`config.mk`:
```
export PLATFORM = sky130hd
export DESIGN_NAME = sad_tree_ctrl
export DESIGN_NICKNAME = d
export VERILOG_FILES = /design/src/rtl/sad_tree_ctrl.sv
export SDC_FILE = /design/constraint.sdc
export NUM_CORES = 1
export LEC_CHECK = 0
export ABC_AREA = 1
export BUFFER_PORTS_ARGS = -buffer_cell sky130_fd_sc_hd__buf_2
export CAP_MARGIN = 25
export CORE_MARGIN = 2
export CORE_UTILIZATION = 45
export DETAILED_ROUTE_END_ITERATION = 8
export PLACE_DENSITY = 0.7
export SKIP_LAST_GASP = 1
export SYNTH_ARGS = -nofsm -noshare
export SYNTH_HDL_FRONTEND = slang
export SYNTH_SLANG_ARGS = --single-unit
```
`constraint.sdc`:
```
create_clock -name clock -period 2.3 [get_ports clock]
set_input_delay 0 -clock clock [delete_from_list [all_inputs] [get_ports clock]]
set_output_delay 0 -clock clock [all_outputs]
set_load 0.005 [all_outputs]
```
`src/rtl/sad_tree_ctrl.sv`:
```
// Sequencer for the SAD adder tree: clears, accumulates ROWS beats per candidate,
// drains results and repeats for NUM_ITER candidates, optionally driving the PVSO right side.
module sad_tree_ctrl #(
    parameter int unsigned ROWS     = 8,
    parameter int unsigned NUM_ITER = 4
) (
    input  logic clock,
    input  logic reset,
    input  logic start,
    input  logic pvso_mode,
    input  logic data_valid,
    input  logic abort,
    output logic sad_clear,
    output logic reset_right_sads,
    output logic enable_left_side,
    output logic enable_right_side,
    output logic sel,
    output logic enable_out,
    output logic sad_valid_left,
    output logic sad_valid_right,
    output logic [((NUM_ITER > 1) ? $clog2(NUM_ITER) : 1)-1:0] iter_count,
    output logic busy,
    output logic done
);

    localparam int unsigned RowW  = (ROWS > 1) ? $clog2(ROWS) : 1;
    localparam int unsigned IterW = (NUM_ITER > 1) ? $clog2(NUM_ITER) : 1;
    localparam logic [RowW-1:0]  RowLast  = RowW'(ROWS - 1);
    localparam logic [IterW-1:0] IterLast = IterW'(NUM_ITER - 1);

    typedef enum logic [2:0] {
        StIdle,
        StClear,
        StAccum,
        StDrain,
        StFinish
    } state_e;

    state_e           state_q, state_d;
    logic [RowW-1:0]  row_q, row_d;
    logic [IterW-1:0] iter_q, iter_d;
    logic             pvso_q, pvso_d;
    logic             left_en_q, left_en_d;
    logic             svr_q, svr_d;

    logic in_accum;
    logic last_row;

    assign in_accum = (state_q == StAccum);
    assign last_row = (row_q == RowLast);

    // Beat-qualified strobes are the only outputs allowed to see data_valid directly.
    assign enable_left_side  = in_accum & data_valid;
    assign sel               = in_accum & data_valid & (row_q == '0);
    assign enable_out        = in_accum & data_valid & last_row;

    assign sad_clear         = (state_q == StClear);
    assign reset_right_sads  = (state_q == StClear) & pvso_q;
    assign enable_right_side = pvso_q & left_en_q;
    assign sad_valid_left    = (state_q == StDrain);
    assign sad_valid_right   = svr_q;
    assign iter_count        = iter_q;
    assign busy              = (state_q != StIdle);
    assign done              = (state_q == StFinish);

    always_comb begin
        state_d   = state_q;
        row_d     = row_q;
        iter_d    = iter_q;
        pvso_d    = pvso_q;
        left_en_d = enable_left_side;
        svr_d     = (state_q == StDrain) & pvso_q & ~abort;

        unique case (state_q)
            StIdle: begin
                if (start && !abort) begin
                    state_d = StClear;
                    iter_d  = '0;
                    pvso_d  = pvso_mode;
                end
            end
            StClear: begin
                row_d   = '0;
                state_d = StAccum;
            end
            StAccum: begin
                if (data_valid) begin
                    if (last_row) begin
                        row_d   = '0;
                        state_d = StDrain;
                    end else begin
                        row_d = row_q + 1'b1;
                    end
                end
            end
            StDrain: begin
                if (iter_q < IterLast) begin
                    iter_d  = iter_q + 1'b1;
                    state_d = StClear;
                end else begin
                    state_d = StFinish;
                end
            end
            StFinish: begin
                state_d = StIdle;
            end
            default: begin
                state_d = StIdle;
            end
        endcase

        // Abort drops the search outright; the right side must not trail into IDLE.
        if (abort && (state_q != StIdle)) begin
            state_d   = StIdle;
            left_en_d = 1'b0;
        end
    end

    always_ff @(posedge clock or posedge reset) begin
        if (reset) begin
            state_q   <= StIdle;
            row_q     <= '0;
            iter_q    <= '0;
            pvso_q    <= 1'b0;
            left_en_q <= 1'b0;
            svr_q     <= 1'b0;
        end else begin
            state_q   <= state_d;
            row_q     <= row_d;
            iter_q    <= iter_d;
            pvso_q    <= pvso_d;
            left_en_q <= left_en_d;
            svr_q     <= svr_d;
        end
    end

`ifndef SYNTHESIS
    a_row_bound : assert property (@(posedge clock) disable iff (reset) row_q <= RowLast);
    a_iter_bound : assert property (@(posedge clock) disable iff (reset) iter_q <= IterLast);
`endif

endmodule

```
## Word-level counts from Yosys, hierarchy flattened

Index checks and enable logic that the tools add are counted.

| cells by class | value |
|---|---|
| add/subtract/negate cells | 2 |
| magnitude comparators | 1 |
| equal/unequal tests | 11 |
| multiplexer cells | 13 |
| bitwise operators | 8 |
| reduce and logical (&&, ||, !) cells | 12 |

Operators with widths:

| kind | number |
|---|---|
| two-way mux 3 bit | 7 |
| case mux 3 bit (4 select lines) | 1 |
| AND 1 bit | 7 |
| == test 3 x 2 -> 1 bit, second input constant | 2 |
| == test 3 bit, second input constant | 2 |
| zero test 3 bit | 2 |
| case mux 3 bit (2 select lines) | 1 |
| AND reduction 3 bit | 2 |
| two-way mux 2 bit | 2 |
| != test 2 bit, second input constant | 2 |
| case mux 2 bit (2 select lines) | 1 |
| AND reduction 2 bit | 2 |
| nonzero test 2 bit | 2 |
| adder 3 x 1 -> 3 bit, second input constant | 1 |
| == test 3 x 1 -> 1 bit, second input constant | 1 |
| != test 3 x 1 -> 1 bit, second input constant | 1 |
| != test 3 x 2 -> 1 bit, second input constant | 1 |
| != test 3 bit, second input constant | 1 |
| nonzero test 3 bit | 1 |
| adder 2 x 1 -> 2 bit, second input constant | 1 |
| logical AND 1 bit | 2 |
| less-than comparator 2 bit, second input constant | 1 |
| != test 2 x 1 -> 1 bit, second input constant | 1 |
| zero test 1 bit | 1 |
| 2 further kinds | 2 |

| storage, ports and cells | value |
|---|---|
| flip-flop bits (word level) | 11 |
| input bits | 6 |
| output and inout port bits | 12 |
| logic and storage cells | 53 |

## Depth between registers and ports, before layout

Gate-level depths: netlist of run 1.

| logic depth | value |
|---|---|
| depth after elaboration | 5 |
| depth in mapped cells | 7 |
| mapped depth without buffers | 7 |

## Worst setup path before layout of run 1

No wires, ideal clock.

| path | value |
|---|---|
| path kind | reg-to-reg |
| start point | register row_q[0] |
| end point | register state_q[0] |
| library setup time | 119 ps |
| data arrival time | 1052 ps |
| required time | 2181 ps |
| slack | 1130 ps |
| cell stages (with the launch flop) | 7 |
| buffers on the path | 0 |
| period minus slack after synthesis | 1170 ps |
| cell sequence | dfrtp_1 -> ha_1 -> ha_1 -> nand2_1 -> nand2_1 -> o21ai_1 -> nor2_1 |

| between the ends | value |
|---|---|
| cells in the longest elaborated chain, start to end | 3 |

Ends and longest elaborated chain:

| what | line | source |
|---|---|---|
| start: declaration | 40 | `logic [RowW-1:0] row_q, row_d;` |
| start signal: assignment | 129 | `row_q <= row_d;` |
| == test 3 bit | 50 | `assign last_row = (row_q == RowLast);` |
| != test 3 x 1 -> 1 bit (no source line) | n/a |  |
| AND reduction 3 bit (no source line) | n/a |  |
| end signal: assignment | 121 | `state_q <= StIdle;` |
| end signal: assignment | 128 | `state_q <= state_d;` |
| end: declaration | 39 | `state_e state_q, state_d;` |

No other way between the ends.
A chain may end at the register's enable or synchronous reset.

## Final worst setup path of run 1

| path | value |
|---|---|
| start point | register row_q[0] |
| end point | output port enable_out |

| between the ends | value |
|---|---|
| cells in the longest elaborated chain, start to end | 2 |

Ends and longest elaborated chain:

| what | line | source |
|---|---|---|
| == test 3 bit | 50 |  |
| AND 1 bit | 55 | `assign enable_out = in_accum & data_valid & last_row;` |
| end: declaration | 18 | `output logic enable_out,` |

No other way between the ends.

==> run summary, run 1 <==
status = finished clean
clk_skew = 0.00366 ns
Bufs and invs on worst path = 1
worst endpoint required time = 2.30 ns
DR iter-0 viols = 8
Total GRT Usage = 17.3%
Synth Instances = 84
Worst path max stage delay = 0.41 ns
Post-Synth Adder-Cell Area = 7.77%
Leakage Power = 0.490 nW
final WL = 1.32 mm
largest net degree at the start of global routing = 12
Yosys cell types = 15
Hold Fails Final Rpt = 0
Num CTS Buffers = 3
Filler Cells Inserted = 122
die height = 41.8 µm
pwr dens = 1020 nW/µm²
WL per Instance = 10.7 µm
area grow syn2layout = 24.9%
post-route ant nets = 0
Worst Path Max Fanout = 4
Cells after DPL = 116
post-synthesis mux area share = 0%
register area share after synthesis = 42.7%
CORE AREA = 1320 µm²
initial antenna violation count = 0
H-tree Lvls = 1
Cell Chain, Critical Path = ha_1, ha_1, nand2_1, nor2_1, buf_2
Skew-Pair Late Insertion Delay = 0.26 ns
fin crit period = 1.36 ns
Synth Warn # = 0
DP Wirelength = 1.03 mm
fin. max-slew vios = 0
final instance area = 805 µm²
sequential cell area = 275 µm²
Mapped Area = 644 µm²
Resize count post-CTS = 0
maximum VDD drop = 584 µV
gr ovfl total = 0
Crit path arrival time = 1.36 ns
Syn Area/Cell = 7.67 µm²
Slew HR = 72.0%
CTS tree = yes
CTS Hold Bufs = 3
Multi-input gate area = 309 µm²
vias in the first global route = 542
Area after DPL = 748 µm²
final worst-path cycle share = 58.9%
xor-xnor portion of the synthesized cell area = 0%
die area = 1750 µm²
CTS sink count = 11
layout cell share with drive strength beyond 1 = 32.4%
Setup WS pre-CTS = 1.06 ns
DRC errors left = 0
Synth Net Count = 94
setup ws final = 0.945 ns
standard-cell row count = 13
root buffer cell = clkbuf_4
# port buffers = 17
final setup TNS = 0 ns
CP max stage cell = dfrtp_1
Top delay family on crit path = adder cells
non-filler cells, final = 123
die width = 41.8 µm
1st-pass router iterations = 4
Synth Area in Simple Gates = 36.1%
nets = 119
largest family of logic cells by synthesized area = simple AND/OR/NAND/NOR gates
RD Place Congestion = 0.844
first-pass GRT wire length = 2.27 mm
Seq cells post-synth = 11
Ant. Diodes = 0
CTS max path bufs = 2
Vias = 606
RSZ-0062 raised after global routing = no
Final Setup Violations = 0
Via density = 4.93
setup bufs post-CTS = 0
Pwr Total = 0.822 mW
io pins = 18
Worst setup SP type = flip-flop
CP most frequent cell = ha_1
Initial Utilization = 48.9%
WS Path Type = flip-flop to output port
Min-Delay Path Class = input port to flip-flop
Worst-path clk slew = 0.07 ns
Highest Clock Rate = 738 MHz
CP Capture Type = output port
total of max-cap violations = 0
Synth Area in Compound Gates = 4.08%
Tightest Pin Transition = 0.419 ns
-- cell families (layout without fill, tap and decap cells) --
group / after synthesis / after routing
buf+inv: 16 / 40
flops: 11 / 11
fa+ha+maj: 4 / 4
compound gates: 5 / 5
simple gates: 48 / 48
-- worst paths after layout --
kind	startpoint	end	slack, ns	cells after the start
worst max-delay path	row_q[0]	enable_out	0.94	5
worst min-delay path	data_valid	left_en_q	0.02	3
worst max register to register	row_q[0]	state_q[0]	0.99	6
worst min register to register	iter_count[1]	iter_count[1]	0.50	2
max in group asynchronous	reset	row_q[1]	1.74	3
min in group asynchronous	reset	row_q[2]	0.26	3
-- where the power goes --
| part | leakage (nW) | total, mW | switching, mW | internal [mW] |
|---|---|---|---|---|
| Sequential | 0.147 | 0.317 | 0.0669 | 0.250 |
| Combinational | 0.327 | 0.379 | 0.227 | 0.152 |
| Clock | 0.0150 | 0.126 | 0.0592 | 0.0671 |
| Total | 0.490 | 0.822 | 0.353 | 0.469 |
-- sequential cells by signal, summed over array words and instances, names as in the netlist --
signal,cells
row_q,3
state_q,3
iter_count,2
left_en_q,1
pvso_q,1
sad_valid_right,1
-- placed cells by master (no fill, tap or decap) --
cell	count
clkbuf_1	1
nand3_1	4
buf_2	17
clkbuf_4	3
ha_1	4
dlygate4sd3_1	3
dfrtp_1	11
o21ai_1	4
inv_1	12
o22ai_1	1
inv_2	3
nand2_2	5
nor2_2	5
clkinv_1	1
nand3_2	2
nor2_1	6
nand2_1	20
nor3_1	4
nand4_1	2
-- metal layers --
metal | global-route usage (%) | vias to the layer above | part of all wire (%)
met4 | 6.45 | 0 | 1.1
met3 | 8.26 | 4 | 6.5
met5 | 0 | - | 0
li1 | - | 310 | -
met1 | 21.6 | 270 | 47
met2 | 25.6 | 22 | 46
-- metrics by stage --
stage	hold WS, ns	utilization [%]
after floorplan	-0.148	-
after global placement	0.00936	56.8
after detailed placement	0.0129	56.8
after CTS	0.0206	61.1
after global routing	0.0218	61.1
final	0.0235	61.1
-- Yosys cell counts, drive strengths merged --
library cell	number	area share, %
nand2	25	17
inv	15	8.7
dfrtp	11	43
nor2	11	8.3
nand3	6	6.2
ha	4	7.8
nor3	4	3.1
o21ai	4	3.1
nand4	2	1.9
clkinv	1	0.58
o22ai	1	0.97
-- area by class of cell --
class                   instances  area share [%]
well taps                      15            2.33
repair buffers                 20            14.3
clock buffers                   4            3.27
multi-input cells              57            38.4
inverters                      16            7.47
flip-flops and latches         11            34.2
-- tightest hold or removal path, delay by kind of cell --
family	cells	cell delay, ns
buffers and inverters	1	0.12
and+or+nand+nor	2	0.13
Note: power is estimated with default switching activity, not from simulation.
==> inputs of run 2 (changes only) <==
clock period = 1.3 ns   (was 2.3 ns; I/O delays follow)
==> run 2 against run 1 <==
Cell area up 10%. Clock skew up 0.00087 ns. Global-route usage up 0.27 points. Power up 92%. Die area unchanged. Combinational power up 110%. Final cell count up 4.9%. Non-clock buffer count up 6. Core utilization up 6.1 points. Routed wire length up 17%. Critical path type unchanged. Largest cell class unchanged. Highest routed layer unchanged.
==> run summary, run 2 (same netlist as run 1, synthesis figures left out) <==
Pwr Total = 1.58 mW
initial antenna violation count = 0
worst endpoint required time = 1.30 ns
Leakage Power = 0.517 nW
status = finished clean
switch share = 43.3%
final WL = 1.54 mm
standard-cell row count = 13
Filler Cells Inserted = 120
vias in the first global route = 557
largest net degree at the start of global routing = 12
Met3 Wirelength = 97 µm
Total GRT Usage = 17.5%
die width = 41.8 µm
Worst-path clk slew = 0.07 ns
Worst Path Max Fanout = 7
pwr dens = 1780 nW/µm²
DP Wirelength = 1.03 mm
Ant. Diodes = 0
Slew HR = 71.8%
final worst-path cycle share = 99.6%
post-route ant nets = 0
RR Endpoint = row_q[1]
capture point of the worst path = enable_out
Int Power = 0.896 mW
Flop pwr share = 36.1%
WL met2 = 762 µm
gr ovfl total = 0
Via density = 4.98
Clock power frac = 14.3%
total of max-cap violations = 0
RD Place Congestion = 0.843
clk_skew = 0.00453 ns
CP max stage cell = dfrtp_2
CTS tree = yes
io pins = 18
commonest non-fill, non-tap cell in the layout = nand2_1
maximum VDD drop = 1040 µV
1st-pass router iterations = 4
CTS max path bufs = 2
worst setup path start = state_q[0]
Vias = 642
R2R depth = 6
Top delay family on crit path = flip-flops
Bufs and invs on worst path = 2
DRC errors left = 0
post-layout util = 67.1%
first-pass GRT wire length = 2.31 mm
Num CTS Buffers = 3
fin. max-slew vios = 0
RSZ-0062 raised after global routing = yes
final instance area = 885 µm²
CTS sink count = 11
Worst setup SP type = flip-flop
H-tree Lvls = 1
Highest Clock Rate = 772 MHz
Hold Fails Final Rpt = 0
Crit path arrival time = 1.29 ns
commonest cells after routing, fill and taps aside = nand2_1 (19), buf_2 (17), inv_1 (12)
layout cell share with drive strength beyond 1 = 40.4%
CP Capture Type = output port
P_sw = 0.683 mW
CP Depth = 4
Final Setup Violations = 0
WS Path Type = flip-flop to output port
Skew-Pair Late Insertion Delay = 0.27 ns
hold_ws = 0.0283 ns
die area = 1750 µm²
DR iter-0 viols = 26
die height = 41.8 µm
Area after DPL = 748 µm²
Worst path max stage delay = 0.48 ns
Reg2Reg Setup Slack = 0.07 ns
fin crit period = 1.29 ns
top sig layer = met4
# port buffers = 17
Tightest Pin Transition = 0.423 ns
root buffer cell = clkbuf_4
metal1 wirelength = 655 µm
sequential cell area = 278 µm²
Reg2Reg Launch Point = row_q[0]
nets = 125
Multi-input gate area = 342 µm²
Cell Chain, Critical Path = inv_2, nand3_2, nor2_1, buf_2
CORE AREA = 1320 µm²
Initial Utilization = 48.9%
Combinational Power Share = 49.6%
Min-Delay Path Class = input port to flip-flop
WL per Instance = 11.9 µm
area grow syn2layout = 37.3%
run 2: cell types whose count changed in the layout (fill, tap and decap cells not counted):
cell / change
buf_4: +6
nor2_2: -3
nor2_4: +3
dfrtp_1: -2
dfrtp_2: +2
ha_1: -2
ha_2: +1
ha_4: +1
nand2_1: -1
nand2_2: +1
run 2: metrics by stage:
step	TNS, ns	cells	setup WS (ns)
after floorplan	0	84	0.130
after global placement	0	116	0.103
after detailed placement	0	116	0.0579
after CTS	0	125	0.0129
after global routing	-0.196	129	-0.0905
final	0	129	0.00547
run 2: how the worst min path moves through the flow:
stage                from       endpoint  slack, ns  cells after the start
6_report       data_valid      left_en_q       0.03                      3
5_1_grt        data_valid      left_en_q       0.02                      3
4_1_cts        data_valid      left_en_q       0.02                      3
3_5_place_dp        reset       row_q[2]       0.01                      2
3_3_place_gp        reset       row_q[2]      0.009                      2
2_1_floorplan       reset  iter_count[0]      -0.15                      1
run 2: layer usage:
| layer | GRT usage, % | vias to the layer above |
|---|---|---|
| met3 | 8.26 | 4 |
| met5 | 0 | - |
| met1 | 21.6 | 289 |
| met4 | 6.45 | 0 |
| met2 | 26.6 | 28 |
| li1 | - | 321 |
run 2: final cells by class:
class / count / area share (%)
clock buffers: 4 / 2.97
multi-input cells: 57 / 38.6
well taps: 15 / 2.12
flip-flops and latches: 11 / 31.4
inverters: 16 / 6.79
repair buffers: 26 / 18.1
run 2: power groups by stage:
stage | Sequential [mW] | Clock (mW) | Combinational, mW
2_1_floorplan | 0.544 | 0 | 0.481
3_3_place_gp | 0.555 | 0 | 0.658
3_5_place_dp | 0.563 | 0 | 0.662
4_1_cts | 0.547 | 0.233 | 0.717
5_1_grt | 0.585 | 0.260 | 0.880
6_report | 0.570 | 0.225 | 0.783
run 2: worst register-to-register path, stage by stage (launching register included):
cell	delay, ns
dfrtp_1	0.39
ha_2	0.21
ha_4	0.17
buf_4	0.12
nor3_1	0.15
nand2_1	0.07
nand2_1	0.07
run 2: what timing repair did:
item / 4_1_cts / 5_1_grt
endpoints found under the hold margin: 14 / 0
hold buffers: 3 / 0
setup endpoints to repair: 1 / 6
buffers inserted: 2 / 4
resized for setup: 1 / 8
cloned: 0 / 0
==> inputs of run 3 (changes only) <==
CORE_UTILIZATION = 44   (was 45)
PLACE_DENSITY = 0.72   (was 0.7)
SLEW_MARGIN = 30   (was unset)
clock period = 1 ns   (was 1.3 ns; I/O delays follow)
==> run 3 against run 2 <==
Combinational power is 100% higher. Global-route usage grew 2.9 points. Flip-flop and latch count unchanged. The flow now finishes with violations (setup timing). Clock skew increased by 0.0034 ns. Non-clock buffer count grew 17. First-iteration DRC count increased by 54%. Critical path depth increased by 2.
==> run summary, run 3 (same netlist as run 1, synthesis figures left out) <==
status = complete, but fails checks
failing checks = setup timing
post-layout util = 81.9%
final setup TNS = -4.15 ns
io pins = 18
worst endpoint required time = 1.21 ns
Worst-path clk slew = 0.08 ns
die width = 42.3 µm
post-route ant nets = 0
total of max-cap violations = 0
Via density = 5.06
RD Place Congestion = 0.804
vias in the first global route = 650
non-filler cells, final = 146
Worst setup SP type = flip-flop
DR iter-0 viols = 40
Final Setup Violations = 18
setup ws final = -0.361 ns
Min-Delay Path Class = input port to flip-flop
Flop pwr share = 28.2%
root buffer cell = clkbuf_4
Highest Clock Rate = 735 MHz
fin crit period = 1.36 ns
Int Power = 1.53 mW
final worst-path cycle share = 136%
R2R depth = 6
maximum VDD drop = 1590 µV
CTS tree = yes
Hold Fails Final Rpt = 0
CORE AREA = 1330 µm²
initial antenna violation count = 0
WHS Endpoint = left_en_q
# port buffers = 17
Pwr Total = 2.64 mW
Crit path arrival time = 1.58 ns
final WL = 1.95 mm
Slew HR = 71.6%
Worst path max stage delay = 0.42 ns
Leakage Power = 0.611 nW
Reg2Reg Setup Slack = -0.36 ns
die height = 42.3 µm
CP max stage cell = dfrtp_1
clk_skew = 0.00797 ns
Reg2Reg Launch Point = row_q[0]
Area after DPL = 848 µm²
layout cell share with drive strength beyond 1 = 56.5%
fin. max-slew vios = 0
area grow syn2layout = 69.5%
first-pass GRT wire length = 2.76 mm
largest net degree at the start of global routing = 12
Setup WS pre-CTS = -0.137 ns
WL per Instance = 13.4 µm
nets = 142
commonest non-fill, non-tap cell in the layout = nand2_1
die area = 1790 µm²
1st-pass router iterations = 4
Ant. Diodes = 0
CP Capture Type = flip-flop
H-tree Lvls = 1
DP Wirelength = 1.11 mm
P_sw = 1.12 mW
Total GRT Usage = 20.4%
standard-cell row count = 13
RSZ-0062 raised after global routing = yes
final instance area = 1090 µm²
WHS Path Cells = 3
DRC errors left = 0
HP Start = data_valid
gr ovfl total = 0
Vias = 739
switch share = 42.3%
CTS max path bufs = 2
Tightest Pin Transition = 0.425 ns
Combinational Power Share = 60.0%
Cell Chain, Critical Path = ha_2, ha_4, buf_4, nor3_1, nand2_1, nand2_1
Worst Path Max Fanout = 4
Skew-Pair Late Insertion Delay = 0.27 ns
WS Path Type = flip-flop to flip-flop
Clock power frac = 11.9%
RR Endpoint = row_q[1]
CTS sink count = 11
Num CTS Buffers = 3
CP most frequent cell = nand2_1
pwr dens = 2420 nW/µm²
Cells after DPL = 127
Initial Utilization = 48.3%
commonest cells after routing, fill and taps aside = nand2_1 (17), buf_2 (16), buf_4 (16)
hold_ws = 0.0380 ns
[run 3: what timing repair did]
item,4_1_cts,5_1_grt
hold buffers,3,0
resized for setup,16,11
pin swaps,5,8
buffers inserted,6,6
setup endpoints to repair,18,19
hold endpoints to repair,14,0
[run 3: area by class of cell]
class                      instances  area, µm²
timing repair buffer              43        320
multi-input combinational         57        380
fill                              67        241
sequential                        11        279
clock buffer                       4       26.3
tap                               15       18.8
inverter                          16       67.6
[run 3: worst max-delay path, delay by kind of cell (launching register included)]
family / cells / cell delay [ns]
adders and majority gates: 2 / 0.36
buffers and inverters: 1 / 0.13
DFF: 1 / 0.42
and+or+nand+nor: 3 / 0.39
[run 3: worst max-delay path by stage]
stage / startpoint / to / slack (ns) / depth (start not counted)
final: row_q[0] / row_q[1] / -0.36 / 6
after global routing: row_q[0] / row_q[1] / -0.43 / 6
after CTS: row_q[0] / enable_out / -0.27 / 5
after detailed placement: row_q[0] / state_q[0] / -0.14 / 6
after global placement: row_q[0] / state_q[0] / -0.11 / 6
after floorplan: row_q[0] / state_q[0] / -0.09 / 6
[run 3: routing by layer]
layer,vias up,part of all wire (%),GRT usage (%)
met3,6,7.4,4.31
met1,332,44,28.6
li1,355,-,-
met2,46,47,30.8
met5,-,0,0
met4,0,0.97,7.50
[run 3: power groups by stage]
stage / Sequential, mW / Clock [mW] / Combinational (mW)
6_report: 0.744 / 0.313 / 1.59
5_1_grt: 0.760 / 0.340 / 1.73
4_1_cts: 0.729 / 0.320 / 1.35
3_5_place_dp: 0.713 / 0 / 1.13
3_3_place_gp: 0.706 / 0 / 1.12
2_1_floorplan: 0.709 / 0 / 0.629
